## src/rtl/dcm_pkg.sv

```systemverilog
// Shared definitions for the DCM frequency-programming controller and the DCM itself:
// FSM encodings, frequency-code width and the per-code CLKFX divider constants.
package dcm_pkg;

    localparam int CODE_W = 3;

    typedef logic [CODE_W-1:0] code_t;

    typedef enum logic [1:0] {
        IDLE   = 2'd0,
        LOAD   = 2'd1,
        SETTLE = 2'd2,
        CHECK  = 2'd3
    } state_t;

    // CLKFX_DIVIDE values the DCM applies for each frequency code
    localparam logic [7:0] CLOCK_0 = 8'd32;
    localparam logic [7:0] CLOCK_1 = 8'd28;
    localparam logic [7:0] CLOCK_2 = 8'd24;
    localparam logic [7:0] CLOCK_3 = 8'd20;
    localparam logic [7:0] CLOCK_4 = 8'd16;
    localparam logic [7:0] CLOCK_5 = 8'd12;
    localparam logic [7:0] CLOCK_6 = 8'd8;
    localparam logic [7:0] CLOCK_7 = 8'd4;

    function automatic logic [7:0] clock_div(code_t c);
        case (c)
            3'd0:    return CLOCK_0;
            3'd1:    return CLOCK_1;
            3'd2:    return CLOCK_2;
            3'd3:    return CLOCK_3;
            3'd4:    return CLOCK_4;
            3'd5:    return CLOCK_5;
            3'd6:    return CLOCK_6;
            default: return CLOCK_7;
        endcase
    endfunction

endpackage

```

## src/rtl/dcm_prog_ctrl_if.sv

```systemverilog
// Button, feedback-clock and DCM programming signals of the controller.
// master = controller side, slave = buttons/DCM side.
import dcm_pkg::*;

interface dcm_prog_ctrl_if;
    logic  btn_up;
    logic  btn_down;
    logic  clk2_fb;
    code_t prog;
    logic  update;
    code_t sel;
    logic  busy;
    logic  done;
    logic  err;

    modport master (
        input  btn_up, btn_down, clk2_fb,
        output prog, update, sel, busy, done, err
    );

    modport slave (
        output btn_up, btn_down, clk2_fb,
        input  prog, update, sel, busy, done, err
    );
endinterface

```

## src/rtl/dcm_prog_ctrl_sync_edge.sv

```systemverilog
// Two-flop synchronizer for an asynchronous level, followed by a one-cycle rising-edge pulse.
module sync_edge (
    input  logic clock,
    input  logic reset,
    input  logic d,
    output logic rise
);
    logic [2:0] sr;

    always_ff @(posedge clock or posedge reset) begin
        if (reset) sr <= '0;
        else       sr <= {sr[1:0], d};
    end

    assign rise = sr[1] & ~sr[2];
endmodule

```

## src/rtl/dcm_prog_ctrl.sv

```systemverilog
// Steps the DCM frequency code up/down on button edges and confirms lock via clk2_fb edges.
// Define DCM_PROG_CTRL_WRAP_EN to wrap codes 7<->0 instead of saturating.
import dcm_pkg::*;

module dcm_prog_ctrl #(
    parameter int SETTLE_EDGES = 2,
    parameter int TIMEOUT_CYC  = 400_000_000
) (
    input logic              clock,
    input logic              reset,
    dcm_prog_ctrl_if.master  dcm
);
    localparam int CNT_W  = $clog2(TIMEOUT_CYC + 1);
    localparam int EDGE_W = $clog2(SETTLE_EDGES + 1);

    state_t             state, state_nx;
    logic               up_q, dn_q;
    code_t              prog_q, sel_q, nx_code;
    logic               err_q, hit_q;
    logic [CNT_W-1:0]   cyc_cnt;
    logic [EDGE_W-1:0]  edge_cnt;
    logic               fb_rise, up_edge, dn_edge, req, cnt_hit, to_hit;

    sync_edge u_fb_sync (.clock(clock), .reset(reset), .d(dcm.clk2_fb), .rise(fb_rise));

    assign up_edge = dcm.btn_up   & ~up_q;
    assign dn_edge = dcm.btn_down & ~dn_q;
    assign cnt_hit = (edge_cnt == EDGE_W'(SETTLE_EDGES));
    assign to_hit  = (cyc_cnt  == CNT_W'(TIMEOUT_CYC - 1));

    always_comb begin
        nx_code = sel_q;
`ifdef DCM_PROG_CTRL_WRAP_EN
        if (up_edge)      nx_code = sel_q + 1'b1;
        else if (dn_edge) nx_code = sel_q - 1'b1;
`else
        if (up_edge && sel_q != '1)      nx_code = sel_q + 1'b1;
        else if (dn_edge && sel_q != '0) nx_code = sel_q - 1'b1;
`endif
        // simultaneous edges cancel; a saturated step is not a request
        req = (up_edge ^ dn_edge) && (nx_code != sel_q);
    end

    always_comb begin
        state_nx = state;
        case (state)
            IDLE:    if (req) state_nx = LOAD;
            LOAD:    state_nx = SETTLE;
            SETTLE:  if (cnt_hit || to_hit) state_nx = CHECK;
            default: state_nx = IDLE;
        endcase
    end

    always_ff @(posedge clock or posedge reset) begin
        if (reset) begin
            state    <= IDLE;
            up_q     <= 1'b0;
            dn_q     <= 1'b0;
            prog_q   <= '0;
            sel_q    <= '0;
            err_q    <= 1'b0;
            hit_q    <= 1'b0;
            cyc_cnt  <= '0;
            edge_cnt <= '0;
        end else begin
            state <= state_nx;
            up_q  <= dcm.btn_up;
            dn_q  <= dcm.btn_down;
            if (state == IDLE && req) begin
                prog_q   <= nx_code;
                cyc_cnt  <= '0;
                edge_cnt <= '0;
            end
            if (state == SETTLE) begin
                cyc_cnt <= cyc_cnt + 1'b1;
                if (fb_rise) edge_cnt <= edge_cnt + 1'b1;
                // last SETTLE cycle leaves the match flag; match beats timeout
                hit_q <= cnt_hit;
            end
            if (state == CHECK) begin
                sel_q <= prog_q;
                err_q <= ~hit_q;
            end
        end
    end

    assign dcm.prog   = prog_q;
    assign dcm.sel    = sel_q;
    assign dcm.err    = err_q;
    assign dcm.update = (state == LOAD);
    assign dcm.busy   = (state != IDLE);
    assign dcm.done   = (state == CHECK) && hit_q;
endmodule

```

## src/flat_wrapper.sv

```systemverilog
// flat-port wrapper written by rule: the top's interface ports become plain ports
module dcm_prog_ctrl_flat 
#(
    parameter int SETTLE_EDGES = 2,
    parameter int TIMEOUT_CYC  = 400_000_000
)
  (clock, reset, dcm_btn_up, dcm_btn_down, dcm_clk2_fb, dcm_prog, dcm_update, dcm_sel, dcm_busy, dcm_done, dcm_err);
  dcm_prog_ctrl_if dcm_i ();
  input logic clock;
  input logic reset;
  input wire logic [$bits(dcm_i.btn_up)-1:0] dcm_btn_up;
  input wire logic [$bits(dcm_i.btn_down)-1:0] dcm_btn_down;
  input wire logic [$bits(dcm_i.clk2_fb)-1:0] dcm_clk2_fb;
  output wire logic [$bits(dcm_i.prog)-1:0] dcm_prog;
  output wire logic [$bits(dcm_i.update)-1:0] dcm_update;
  output wire logic [$bits(dcm_i.sel)-1:0] dcm_sel;
  output wire logic [$bits(dcm_i.busy)-1:0] dcm_busy;
  output wire logic [$bits(dcm_i.done)-1:0] dcm_done;
  output wire logic [$bits(dcm_i.err)-1:0] dcm_err;
  assign dcm_i.btn_up = dcm_btn_up;
  assign dcm_i.btn_down = dcm_btn_down;
  assign dcm_i.clk2_fb = dcm_clk2_fb;
  assign dcm_prog = dcm_i.prog;
  assign dcm_update = dcm_i.update;
  assign dcm_sel = dcm_i.sel;
  assign dcm_busy = dcm_i.busy;
  assign dcm_done = dcm_i.done;
  assign dcm_err = dcm_i.err;
  dcm_prog_ctrl #(.SETTLE_EDGES(SETTLE_EDGES), .TIMEOUT_CYC(TIMEOUT_CYC)) u_core (.clock(clock), .reset(reset), .dcm(dcm_i));
endmodule
```

## config.mk

```make
export PLATFORM = sky130hd
export DESIGN_NAME = dcm_prog_ctrl_flat
export DESIGN_NICKNAME = d
export VERILOG_FILES = /design/src/rtl/dcm_pkg.sv /design/src/rtl/dcm_prog_ctrl_if.sv /design/src/rtl/dcm_prog_ctrl_sync_edge.sv /design/src/rtl/dcm_prog_ctrl.sv /design/src/flat_wrapper.sv
export SDC_FILE = /design/constraint.sdc
export NUM_CORES = 1
export LEC_CHECK = 0
export CAP_MARGIN = 20
export CORE_MARGIN = 1
export CORE_UTILIZATION = 35
export DETAILED_ROUTE_END_ITERATION = 8
export GPL_ROUTABILITY_DRIVEN = 0
export PLACE_DENSITY_LB_ADDON = 0.1
export SLEW_MARGIN = 25
export SYNTH_ARGS = -nofsm -noshare
export SYNTH_HDL_FRONTEND = slang
export SYNTH_SLANG_ARGS = --single-unit
```

## constraint.sdc

```tcl
create_clock -name clock -period 5.8 [get_ports clock]
set_input_delay 1.16 -clock clock [delete_from_list [all_inputs] [get_ports clock]]
set_output_delay 1.16 -clock clock [all_outputs]
set_load 0.01 [all_outputs]
```

## After elaboration in Yosys (flattened, before gate mapping)

Index checks and enable logic that the tools add are counted.
Widths: inputs -> output; s select.

| cells by class | value |
|---|---|
| add/sub/neg operators | 4 |
| eq/ne operators | 9 |
| multiplexer cells | 10 |
| bitwise operators | 8 |
| reduce and logical (&&, ||, !) cells | 11 |

Operators with widths:

| cell | count |
|---|---|
| $mux 29 | 2 |
| $add 29x1->29 const B | 1 |
| $eq 29x29->1 const B | 1 |
| $mux 2 | 5 |
| $eq 2x2->1 const B | 3 |
| $mux 3 | 2 |
| $pmux 2 s3 | 1 |
| $logic_and 1x1->1 | 5 |
| $ne 2x1->1 const B | 2 |
| $not 1->1 | 4 |
| $reduce_bool 2->1 | 2 |
| $add 3x1->3 const B | 1 |
| $and 1x1->1 | 3 |
| $ne 3x3->1 | 1 |
| $ne 3x3->1 const B | 1 |
| $reduce_bool 3->1 | 1 |
| $sub 3x1->3 const B | 1 |
| $add 2x1->2 const B | 1 |
| $eq 2x1->1 const B | 1 |
| $logic_not 2->1 | 1 |
| $reduce_and 2->1 | 1 |
| $logic_or 1x1->1 | 1 |
| $xor 1x1->1 | 1 |

| storage, ports and cells | value |
|---|---|
| register bits after elaboration | 46 |
| bits of input ports | 5 |
| logic and storage cells | 52 |

## Depth between registers and ports, before layout

| logic depth | value |
|---|---|
| depth in word-level cells | 11 |
| depth in mapped cells | 8 |
| gate-level depth less buffers | 7 |

## Modules after synthesis

From an unflattened synthesis, not the netlist that was laid out.

| second synthesis, totals | value |
|---|---|
| cell total of the unflattened synthesis | 254 |
| area total of the unflattened synthesis | 2511.2 µm² |

Modules (own cells, without submodules):

| module | instances | cells each | area each (µm²) |
|---|---|---|---|
| dcm_prog_ctrl | 1 | 249 | 2418.6 |
| sync_edge | 1 | 5 | 92.6 |

## Worst setup path after synthesis

No wires, ideal clock.

| path | value |
|---|---|
| path kind | in2reg |
| start | input dcm_btn_down |
| end | register u_core.cyc_cnt[21] |
| library setup time | 0.082 ns |
| arrival time | 2.375 ns |
| slack | 3.343 ns |
| cell stages on the path | 6 |
| buffers on the path | 1 |
| cells stage by stage | nor2b_1 -> xnor2_1 -> a31oi_1 -> buf_2 -> a21oi_1 -> o22ai_1 |

| on the way | value |
|---|---|
| longest elaborated chain between the ends | 8 |
| elaborated cells on any way between the ends | 9 |

Ends and longest elaborated chain:

| element | RTL line | source |
|---|---|---|
| from (decl) | flat_wrapper.sv:12 | `input wire logic [$bits(dcm_i.btn_down)-1:0] dcm_btn_down;` |
| $and 1x1->1 * | dcm_prog_ctrl.sv:27 | `assign dn_edge = dcm.btn_down & ~dn_q;` |
| $logic_and 1x1->1 | dcm_prog_ctrl.sv:38 | `else if (dn_edge && sel_q != '0) nx_code = sel_q - 1'b1;` |
| $mux 3 | dcm_prog_ctrl.sv:38 |  |
| $mux 3 | dcm_prog_ctrl.sv:37 | `if (up_edge && sel_q != '1) nx_code = sel_q + 1'b1;` |
| $ne 3x3->1 | dcm_prog_ctrl.sv:41 | `req = (up_edge ^ dn_edge) && (nx_code != sel_q);` |
| $logic_and 1x1->1 * | dcm_prog_ctrl.sv:41 |  |
| $logic_and 1x1->1 * | dcm_prog_ctrl.sv:69 | `if (state == IDLE && req) begin` |
| $reduce_bool 2->1 (no line) * | - |  |
| to (signal assigned) | dcm_prog_ctrl.sv:75 | `cyc_cnt <= cyc_cnt + 1'b1;` |
| to (decl) | dcm_prog_ctrl.sv:20 | `logic [CNT_W-1:0] cyc_cnt;` |

Every way passes the cells marked *; elsewhere a longest branch is shown, timed or not.
A chain may end at the register's enable or synchronous reset.

## Final worst setup path

| path | value |
|---|---|
| start | register u_core.state[1] |
| end | output dcm_done |

| on the way | value |
|---|---|
| longest elaborated chain between the ends | 2 |

Ends and longest elaborated chain:

| element | RTL line | source |
|---|---|---|
| from (decl) | dcm_prog_ctrl.sv:16 | `state_t state, state_nx;` |
| from (signal assigned) | dcm_prog_ctrl.sv:66 | `state <= state_nx;` |
| $eq 2x2->1 | dcm_prog_ctrl.sv:92 | `assign dcm.done = (state == CHECK) && hit_q;` |
| $logic_and 1x1->1 | dcm_prog_ctrl.sv:92 |  |
| to (decl) | flat_wrapper.sv:18 | `output wire logic [$bits(dcm_i.done)-1:0] dcm_done;` |

Every way passes these cells.

==> summary.txt <==
Timing
  • Worst Skew: roughly 0.0047 ns
  • Setup TNS: 0 ns
  • RSZ-0062 raised after global routing: false
  • Final setup violation count: 0
  • Crit share post-route: 0.507
  • Fmax: 0.340 GHz
  • Final worst slack: ~2.9 ns
  • Final min period: around 3 ns
  • Hold violation count in the final report: 0
  • Final Max Slew Viols: 0
  • Worst-Margin Slew: 0.799 ns
  • Relative slew slack: 0.466

GRT
  • Global route hottest layer: met2
  • Largest net degree at the start of global routing: 47
  • Overall Global Routing Usage: 0.147
  • Congestion Overflow GR: 0
  • Vias in the first global route: around 1700
  • Global Route met3 Usage: 0.0321
  • First-pass GRT wire length: around 8000 microns
  • Initial antenna violation count: 0
  • Met1 Resource Use GR: 0.203
  • Met2 Track Usage GR: 0.228

Placed design
  • Hpwl dp: between 3000 and 4000 microns
  • Place WS: roughly 2.7 ns
  • I/O Buffers: 14
  • Placed Cells: 315

Critical path
  • Type of the worst setup path: reg -> out
  • CP max FO: 8
  • CP Capture Type: output pin
  • Startpoint type of the worst setup path: flip-flop
  • CP required: 4.64 ns
  • Arr. time, crit path: approximately 1.8 ns

Detailed routing
  • WL final: 4720 microns
  • Residual DRC: 0
  • Via-to-Cell Ratio: 5.13
  • WL per Instance: around 15 microns
  • Routed Antenna Nets: 0
  • Vias: around 1700
  • First-pass DRT Iterations: 4
  • Initial drt markers: 81

Floorplanning
  • Row Count: 29
  • Starting Density: 0.370
  • Die height: between 80 and 90 microns
  • Die W: around 85 microns
  • Full die area: 0.00720 sq mm
  • Boundary Pins: 15
  • Core area: 0.00649 sq mm

Final layout
  • Final Net Count: between 200 and 300
  • Post-layout util: 0.425
  • Antenna Cells: 0
  • Most common cell after layout, fill and taps aside: dfrtp_1
  • Area delta synth->final: 15.0%
  • Fin cells: around 320
  • Filler cells: 616
  • Commonest non-fill, non-tap cells in the layout: 46 x dfrtp_1, 21 x nand2_1, 16 x nand3_1
  • Layout cell share with drive strength beyond 1: 0.0935

CTS
  • CTS Buffer Depth: 2
  • CTS tree: built
  • Clock latency on the worst-skew pair: around 0.30 ns
  • H-tree depth: 2
  • Clk pin slew, worst setup/hold paths: roughly 0.090 ns
  • CTS Buf Count: 5
  • Clock sinks: between 40 and 50
  • Setup Buffers After CTS: 0
  • Resize count post-CTS: 0
  • Root Driver: clkbuf_8
  • # hold bufs at CTS: 0

Logic synthesis
  • Main area contributors after synthesis: dfrtp_1 48%, xnor2_1 5.5%, ha_1 5.2%
  • Net Count, Synth: 243
  • Library cells used by synthesis: 46
  • Share of the synthesized area in the top cell type: 0.479
  • Syn. warnings: 0
  • Post-synthesis async set-or-reset flop share: 1.00
  • Area leader, netlist: dfrtp_1
  • Synthesized instance count: between 200 and 250
  • EDFF count, synth: 0
  • Post-synthesis register bit count: 46
  • Primary FF master, synth: dfrtp_1
  • Synth Cell Area: approximately 0.0024 sq mm
  • Mapped Avg Cell Area: approximately 11 sq um
  • Seq/Total Area, Yosys: 0.479

Power and ir drop
  • P_leak: around 0.0012 uW
  • Cell Pwr Density: about 440 mW/mm^2
  • Worst VDD drop: 0.000200 V

Min path
  • Worst Hold Class: reg -> reg

Run
  • Max Cap Violations: 0

Run status
  • Status: finished, final reports clean
==> kinds of logic after synthesis <==
kind of cell             Yosys count  synth area share
XOR/XNOR                          20            0.0730
flip-flops                        46             0.479
AO/OA/AOI/OAI                     41             0.122
multiplexers                       9            0.0412
buffers and inverters             17            0.0318
AND/OR/NAND/NOR                   85             0.201
adder cells (fa/ha/maj)           10            0.0521
==> cell usage after synthesis, drive strengths merged, types with 2 or more instances <==
cell,number
and3,5
nor4,2
and2,7
mux2i,5
and4,3
or4,2
a21oi,4
nand2,21
inv,11
nor3,2
nor2,9
a22o,14
mux2,4
clkbuf,4
dfrtp,46
nand4,8
buf,2
nand2b,3
nor4b,2
o21ai,11
nand3,17
xor2,5
o31ai,2
ha,10
xnor2,15
o211ai,2
==> routing by layer <==
metal	part of all wire	wire [microns]	up-vias
met1	0.53	2520	781
met3	0.025	117	5
li1	-	-	851
met2	0.43	2020	20
met4	0.013	60	0
met5	0	0	-
==> sequential cells by signal (all words and copies together) (netlist names) <==
| name | count |
|---|---|
| u_core.cyc_cnt | 29 |
| u_core.dcm.err | 1 |
| u_core.dcm.prog | 3 |
| u_core.dcm.sel | 3 |
| u_core.dn_q | 1 |
| u_core.edge_cnt | 2 |
| u_core.hit_q | 1 |
| u_core.state | 2 |
| u_core.u_fb_sync.sr | 3 |
| u_core.up_q | 1 |
==> critical path, cell delays in order, from the launching register on <==
cell and delay, ns:
dfrtp_1 0.40, ha_1 0.33, and2_1 0.21, clkdlybuf4s50_1 0.54
==> through the flow <==
stage	hold slack, ns	area [sq um]	total power, uW
global placement	0.340	2620	934
finish	0.356	2760	1220
floorplan	0.331	2400	792
detailed placement	0.338	2620	934
CTS	0.361	2760	1240
global route	0.372	2760	1310
==> cell type report <==
type / count / area, sq um / share of cell area
multi-input cells: 165 / 1170 / 0.425
inverters: 11 / 42.5 / 0.0154
well taps: 77 / 96.3 / 0.0349
flip-flops and latches: 46 / 1150 / 0.417
clock buffers: 6 / 82.6 / 0.0299
repair buffers: 16 / 155 / 0.0562
clock inverters: 2 / 60.1 / 0.0217
==> where the power goes <==
part           internal (uW)  switching, uW
clock network            184            116
registers                413           97.1
logic                    200            213
total                    797            425
==> final timing paths <==
check,cells past startpoint,start,end,slack (ns)
max,3,u_core.state[1]$_DFFE_PP0P_,dcm_done,2.86
min,0,u_core.u_fb_sync.sr[0]$_DFF_PP0_,u_core.u_fb_sync.sr[1]$_DFF_PP0_,0.36
max reg2reg,7,u_core.dcm.sel[0]$_DFFE_PP0N_,u_core.cyc_cnt[17]$_DFFE_PP0P_,3.55
min reg2reg,0,u_core.u_fb_sync.sr[0]$_DFF_PP0_,u_core.u_fb_sync.sr[1]$_DFF_PP0_,0.36
max in group asynchronous,2,reset,u_core.cyc_cnt[3]$_DFFE_PP0P_,4.02
min in group asynchronous,2,reset,u_core.dcm.sel[0]$_DFFE_PP0N_,1.29
Power figures use the tool's default switching activity.
